===== src/rtl/fc_pkg.sv =====
// fc_pkg: shared sizes, lane type and FSM states for the FC feature streamer
package fc_pkg;

   localparam int FC_LANES  = 4;
   localparam int FC_DW     = 8;
   localparam int FC_N_FEAT = 64;

   typedef logic signed [FC_DW-1:0] fc_lane_t;

   typedef enum logic [1:0] {FILL, STREAM, WAIT, CLEAR} fc_state_t;

endpackage


===== src/rtl/fc_feat_buf.sv =====
// fc_feat_buf: N_FEAT x DW feature register file, one write per cycle, one beat of lanes read out
module fc_feat_buf #(
   parameter int N_FEAT = 64,
   parameter int LANES  = 4,
   parameter int DW     = 8
) (
   input  logic                                 clk,
   input  logic                                 we_i,
   input  logic [$clog2(N_FEAT)-1:0]            waddr_i,
   input  logic [DW-1:0]                        wdata_i,
   input  logic [$clog2(N_FEAT/LANES)-1:0]      beat_i,
   output logic [LANES-1:0][DW-1:0]             lanes_o
);

   localparam int AW = $clog2(N_FEAT);

   logic [DW-1:0] mem_q [N_FEAT];

   // store each accepted feature at its frame position
   always_ff @(posedge clk) begin
      if (we_i) mem_q[waddr_i] <= wdata_i;
   end

   for (genvar l = 0; l < LANES; l++) begin : g_lane
      assign lanes_o[l] = mem_q[AW'(beat_i) * AW'(LANES) + AW'(l)];
   end

endmodule


===== src/rtl/fc_feature_streamer.sv =====
// fc_feature_streamer: buffers one feature frame and streams it to the FC, then collects the class
module fc_feature_streamer
   import fc_pkg::*;
#(
   parameter int N_FEAT       = FC_N_FEAT,
   parameter int LANES        = FC_LANES,
   parameter int DW           = FC_DW,
   parameter int FLAG_TIMEOUT = 8
) (
   input  logic                  clk,
   input  logic                  rst_n,
   input  logic                  feat_valid_i,
   input  logic [DW-1:0]         feat_data_i,
   input  logic                  feat_last_i,
   output logic                  feat_ready_o,
   output logic                  fc_en_o,
   output logic [LANES*DW-1:0]   fc_in_o,
   input  logic                  fc_flag_i,
   input  logic [1:0]            fc_class_i,
   output logic [1:0]            class_out_o,
   output logic                  class_valid_o,
   output logic                  frame_err_o
);

   localparam int BEATS = N_FEAT / LANES;
   localparam int AW    = $clog2(N_FEAT);
   localparam int BW    = $clog2(BEATS);
   localparam int TW    = $clog2(FLAG_TIMEOUT + 1);

   fc_state_t                 st_q;
   logic [AW-1:0]             wr_idx_q;
   logic [BW-1:0]             beat_q, beat_d, rd_beat;
   logic [TW-1:0]             to_q;
   logic                      feat_ready_q, fc_en_q, class_valid_q, frame_err_q;
   logic [1:0]                class_q;
   logic [LANES-1:0][DW-1:0]  fc_in_q, rd_lanes;
   logic                      accept, last_idx;

   assign accept   = feat_valid_i && feat_ready_q;
   assign last_idx = wr_idx_q == AW'(N_FEAT - 1);
   assign beat_d   = beat_q + 1'b1;
   // beat 0 is fetched on the accepting edge so the first STREAM cycle already carries it
   assign rd_beat  = (st_q == STREAM) ? beat_d : '0;

   fc_feat_buf #(.N_FEAT(N_FEAT), .LANES(LANES), .DW(DW)) u_buf (
      .clk     (clk),
      .we_i    (accept),
      .waddr_i (wr_idx_q),
      .wdata_i (feat_data_i),
      .beat_i  (rd_beat),
      .lanes_o (rd_lanes)
   );

   // frame FSM with counters and registered FC-side outputs
   always_ff @(posedge clk) begin
      if (!rst_n) begin
         st_q          <= FILL;
         wr_idx_q      <= '0;
         beat_q        <= '0;
         to_q          <= '0;
         feat_ready_q  <= 1'b1;
         fc_en_q       <= 1'b0;
         fc_in_q       <= '0;
         class_q       <= '0;
         class_valid_q <= 1'b0;
         frame_err_q   <= 1'b0;
      end else begin
         class_valid_q <= 1'b0;
         frame_err_q   <= 1'b0;
         case (st_q)
            FILL: begin
               if (accept) begin
                  if (feat_last_i && last_idx) begin
                     st_q         <= STREAM;
                     wr_idx_q     <= '0;
                     beat_q       <= '0;
                     feat_ready_q <= 1'b0;
                     fc_en_q      <= 1'b1;
                     fc_in_q      <= rd_lanes;
                  end else if (feat_last_i || last_idx) begin
                     frame_err_q <= 1'b1;
                     wr_idx_q    <= '0;
                  end else begin
                     wr_idx_q <= wr_idx_q + 1'b1;
                  end
               end
            end
            STREAM: begin
               if (beat_q == BW'(BEATS - 1)) begin
                  st_q    <= WAIT;
                  fc_in_q <= '0;
                  to_q    <= '0;
               end else begin
                  beat_q  <= beat_d;
                  fc_in_q <= rd_lanes;
               end
            end
            WAIT: begin
               if (fc_flag_i) begin
                  class_q       <= fc_class_i;
                  class_valid_q <= 1'b1;
                  fc_en_q       <= 1'b0;
                  st_q          <= CLEAR;
               end else if (to_q == TW'(FLAG_TIMEOUT - 1)) begin
                  frame_err_q <= 1'b1;
                  fc_en_q     <= 1'b0;
                  st_q        <= CLEAR;
               end else begin
                  to_q <= to_q + 1'b1;
               end
            end
            CLEAR: begin
               feat_ready_q <= 1'b1;
               st_q         <= FILL;
            end
            default: st_q <= FILL;
         endcase
      end
   end

   assign feat_ready_o  = feat_ready_q;
   assign fc_en_o       = fc_en_q;
   assign fc_in_o       = fc_in_q;
   assign class_out_o   = class_q;
   assign class_valid_o = class_valid_q;
   assign frame_err_o   = frame_err_q;

endmodule


===== config.mk =====
export PLATFORM = sky130hd
export DESIGN_NAME = fc_feature_streamer
export DESIGN_NICKNAME = d
export VERILOG_FILES = /design/src/rtl/fc_pkg.sv /design/src/rtl/fc_feat_buf.sv /design/src/rtl/fc_feature_streamer.sv
export SDC_FILE = /design/constraint.sdc
export NUM_CORES = 1
export LEC_CHECK = 0
export CAP_MARGIN = 0
export CORE_MARGIN = 3
export CORE_UTILIZATION = 45
export CTS_CLUSTER_SIZE = 10
export DETAILED_ROUTE_END_ITERATION = 10
export HOLD_SLACK_MARGIN = 0.1
export PLACE_DENSITY_LB_ADDON = 0.3
export SETUP_SLACK_MARGIN = 0.4
export SYNTH_ARGS = -nofsm -noshare
export SYNTH_HDL_FRONTEND = slang
export SYNTH_HIERARCHICAL = 1
export SYNTH_SLANG_ARGS = --single-unit

===== constraint.sdc =====
create_clock -name clk -period 2.4 [get_ports clk]
set_input_delay 0.36 -clock clk [delete_from_list [all_inputs] [get_ports clk]]
set_output_delay 0.36 -clock clk [all_outputs]
set_load 0.05 [all_outputs]

==> results of run 1 <==
==> logic make-up after synthesis <==
| group | after synthesis |
|---|---|
| adder cells (fa/ha/maj) | 10 |
| XOR/XNOR | 6 |
| AND/OR/NAND/NOR | 250 |
| multiplexers | 132 |
| AO/OA/AOI/OAI | 123 |
| buffers and inverters | 77 |
| flip-flops | 566 |
==> cell usage after synthesis, drive strengths merged, types with 5 or more instances <==
cell    instances
buf            31
a21oi          40
edfxtp        512
ha             10
dfxtp          54
nor2b           9
clkbuf         37
nor3            5
and2            5
xor2            5
mux4          128
o21ai           7
inv             8
nand2          85
nand3          45
nor2           75
a22oi          64
==> worst reg2reg max path, stage by stage (launching register included) <==
cell                      delay, ps
sky130_fd_sc_hd__dfxtp_2        320
sky130_fd_sc_hd__inv_2           70
sky130_fd_sc_hd__ha_4           120
sky130_fd_sc_hd__nor2b_4        250
sky130_fd_sc_hd__buf_6          150
sky130_fd_sc_hd__buf_16         130
sky130_fd_sc_hd__buf_8          120
sky130_fd_sc_hd__mux4_2         540
sky130_fd_sc_hd__a22oi_2        160
sky130_fd_sc_hd__buf_4          160
sky130_fd_sc_hd__nand2_2         60
sky130_fd_sc_hd__nand3_2         60
sky130_fd_sc_hd__a21oi_1         60
==> power by group <==
part | internal [mW] | switching (mW) | leakage [nW]
clock | 5.23 | 3.62 | 0.896
sequential | 10.8 | 0.0391 | 5.04
combinational | 2.15 | 1.71 | 2.81
==> per-layer routing <==
metal,vias to the layer above,share of wire (%),routed length [um],track usage (%)
met1,6011,43,21700,28.0
li1,5141,-,-,-
met2,401,48,24600,32.2
met3,78,6.3,3200,4.05
met5,-,0,0,0
met4,0,2.6,1320,7.25
==> layout make-up <==
| class | count | area, um2 |
|---|---|---|
| sequential | 566 | 16500 |
| inverter | 9 | 33.8 |
| tap | 615 | 769 |
| fill | 3572 | 21000 |
| clock buffer | 105 | 1840 |
| timing repair buffer | 230 | 2260 |
| multi-input combinational | 521 | 5430 |
| clock inverter | 5 | 40.0 |
==> worst min-delay path by stage <==
stage               depth (start not counted)                           end  slack [ps]
floorplan                                   1     feat_ready_o$_SDFFE_PN1P_         440
global placement                            2      fc_in_o[19]$_SDFFE_PN0P_         440
detailed placement                          2      fc_in_o[17]$_SDFFE_PN0P_         450
CTS                                         2   u_buf/mem_q[6][4]$_DFFE_PP_         280
global route                                2  u_buf/mem_q[31][2]$_DFFE_PP_         290
finish                                      2  u_buf/mem_q[14][4]$_DFFE_PP_         280
==> sequential cells by signal, indices dropped and copies added, names as in the netlist <==
name	count
u_buf/mem_q	512
fc_in_o	32
wr_idx_q	6
beat_q	4
to_q	4
class_out_o	2
st_q	2
class_valid_o	1
fc_en_o	1
feat_ready_o	1
frame_err_o	1
==> what timing repair did <==
action | CTS | global route
buffers inserted | 12 | 10
resized for setup | 88 | 56
setup endpoints to repair | 71 | 59
cloned | 3 | 1
endpoints found under the hold margin | 0 | 0
hold buffers | 0 | 0
pin swaps | 6 | 9
==> results.md, run 1 <==
- Detailed routing inserted a total of 11.6k vias.
- The sequential-to-total area share from yosys stat is 75.3%.
- In this run the critical register-to-register path is captured at fc_in_o[10]$_SDFFE_PN0P_.
- For the finished layout, the period the worst path requires is about 2300 ps.
- Counting both buffers and inverters, the worst setup path holds a total of 5.
- The capturing element type of the critical path is a flop.
- Headroom to the max-slew limit came out at around 50%.
- The average cell area after synthesis is 18.8 um2.
- For this run, asynchronously set or reset flops after synthesis account for 0%.
- Leaving out fill and tap cells, the most frequent cells in the layout are 512 x sky130_fd_sc_hd__edfxtp_1, 131 x sky130_fd_sc_hd__buf_4, 128 x sky130_fd_sc_hd__mux4_2.
- The net total in the final layout is about 1.4k.
- The depth of the worst register-to-register path is 12.
- The fraction of synthesized cell area taken by the top area cell type is 70.4%.
- The synthesized netlist cell count is between 1k and 1.5k.
- The flow ran to the end, and the final reports show no timing, DRC or antenna violations.
- In this run, synthesis inferred approximately 510 flip-flops with an integrated enable.
- The H-tree depth reported by CTS is 3.
- On the worst path, the slowest cell contributes a delay of ~540 ps.
- The proportion of synthesized area in mux cells is 13.4%.
- In this run the remaining antenna-violating nets after routing total 0.
- The kind of critical path is reg -> reg.
- After the flow finishes, the layout carries non-filler instances totaling 2051.
- The number of hold violations in the final report is 0.
- The tree is rooted in a sky130_fd_sc_hd__clkbuf_16.
- The dominant combinational cell family by area after synthesis is multiplexers.
- The final design area excluding fillers is 0.0268 mm2.
- The port buffer count is 52.
- Entering global routing, the biggest net connects 65 pins.
- The first global-routing pass estimated between 70000 and 80000 um of wire.
- VDD sags by at most 453 uV.
- CTS saw 566 sinks.
- The required time at the worst-slack endpoint is 2830 ps.
- The floorplan has 80 rows.
- After detailed routing, the average wire length per cell comes to 24.8 um.
- Buffers inserted during clock tree synthesis total 67.
- The count of different cell masters after synthesis is 45.
- The final max-slew violation count is 0.
- The worst-case clock skew is roughly 23 ps.
- The min-delay analysis places its worst path in the category in -> reg.
- Measured on the finished design, the core utilization comes to 56.1%.
- Overall power consumption after layout is estimated at around 24 mW.
- The largest individual stage delay along the critical path comes from the cell sky130_fd_sc_hd__mux4_2.
- The count of synthesis-stage warnings from yosys is 6.
- The initial core utilization is 45.7%.
- During I/O placement, the number of pins put on the boundary was 53.
- The slew of the pin with the lowest slew margin is 755 ps.
- The register bit total from synthesis is 566.
- TritonCTS built the clock tree.
- The number of cells in the design after placement is 1915.
- The repair_antennas step left the layout with diodes totalling 0.
- For this block, the initial DRC count from the detailed router was 1081.
- Compared with the post-synthesis result, the final layout area differs by 22.8%.
- The fraction of the mapped netlist area in compound gates is 3.72%.
- The worst slack on hold paths is 284 ps.
- The share of cells above drive strength 1 is 33.2%.
- The wire-length estimate of the detail-placed layout is between 30000 and 40000 um.
- The post-synthesis xor/xnor area fraction is 0.240%.
- Walking the worst path, the cells encountered are inv_2, ha_4, nor2b_4, buf_6, buf_16, buf_8, mux4_2, a22oi_2, buf_4, nand2_2, nand3_2, a21oi_1.
- The launch point of the worst path is st_q[1]$_SDFFE_PN0P_.
- The post-synthesis instance area is between 0.02 and 0.025 mm2.
- Dividing total power by cell area gives a power density of 878 mW/mm2.
- For this run, the top clock speed supported by timing is 431 MHz.
- By area the synthesized netlist is led by sky130_fd_sc_hd__edfxtp_1 70%, sky130_fd_sc_hd__mux4_2 13%, sky130_fd_sc_hd__dfxtp_1 4.9%, sky130_fd_sc_hd__a22oi_1 2.2%, sky130_fd_sc_hd__nand2_1 1.5%.
- The fraction of the mapped netlist area in simple logic gates is under 10%.
- Across all register-to-register paths, the minimum setup slack is 80 ps.
- The later pin in the worst-skew pair is clocked with a latency of between 500 and 600 ps.
- Summed over all instances, the cell type with the most area after synthesis is sky130_fd_sc_hd__edfxtp_1.
- For the final routed database, the setup TNS stands at 0 ps.
- Of the total synthesized cell area, the portion taken by full adders, half adders and majority gates is less than 1%.
- The number of nets produced by synthesis is 1189.
- In the finished design, the share of the clock period the worst path needs comes to 96.8%.
- The worst hold path begins at feat_data_i[4].
- After detailed routing, the number of remaining DRC violations is 0.
- The total routing usage reported by global routing is 20.2%.
- In this run the horizontal extent of the chip is 226 um.
- The post-placement cell area is ~0.024 mm2.
- The final count of negative-setup-slack endpoints is 0.
- The critical path ends at fc_in_o[10]$_SDFFE_PN0P_.
- Routability-driven placement finished with a final weighted congestion of 0.789.
- The core region area is 0.0478 mm2.
- The max-capacitance violation count is 0.
- In this run the vertical extent of the chip is 226 um.
- STA puts the critical path data arrival time at 2760 ps.
- The largest fanout on the critical path is 7.
- The worst setup path is launched from a flop.
- The number of global-route vias before repair is 12.1k.
- The worst flop-to-flop path startpoint is st_q[1]$_SDFFE_PN0P_.
- The overall die area is 0.0512 mm2.
- The worst setup timing slack at the placement stage is -9.56 ps.
- Setup slack on the critical path of the routed design comes to 77.9 ps.
- The total congestion overflow is 0.
- For this run, the detailed router's first-pass iteration total came to 5.
- Using the TritonRoute via totals, the vias-per-cell ratio works out to 5.67.
- The leading register cell type out of synthesis is sky130_fd_sc_hd__edfxtp_1.
- The critical path runs through a total of 12 cells.
- Leaving out fill and tap cells, the most frequent cell in the layout is sky130_fd_sc_hd__edfxtp_1.
- The leakage power figure is 8.74 nW.
- The initial antenna violation count was 0.
- Setup repair after global routing could not meet its margin everywhere.
- The kind of cell adding the most delay to the critical path is buffers and inverters.
- After clock tree synthesis, the clock-pin slew on the worst setup and hold paths is 50 ps.
- The maximum root-to-sink buffer count is 3.
- Summed over all layers, the routed wires come to about 51000 um.
Note: power is estimated with default switching activity, not from simulation.
==> run 2: changes to the inputs <==
--- a/config.mk
+++ b/config.mk
@@ -5,6 +5,7 @@
 export SDC_FILE = /design/constraint.sdc
 export NUM_CORES = 1
 export LEC_CHECK = 0
+export ABC_CLOCK_PERIOD_IN_PS = 2400
 export CAP_MARGIN = 0
 export CORE_MARGIN = 3
 export CORE_UTILIZATION = 45
@@ -13,6 +14,7 @@
 export HOLD_SLACK_MARGIN = 0.1
 export PLACE_DENSITY_LB_ADDON = 0.3
 export SETUP_SLACK_MARGIN = 0.4
+export SLEW_MARGIN = 5
 export SYNTH_ARGS = -nofsm -noshare
 export SYNTH_HDL_FRONTEND = slang
 export SYNTH_HIERARCHICAL = 1
==> results of run 2 <==
Final layout, timing and power as in run 1 (identical DEF).
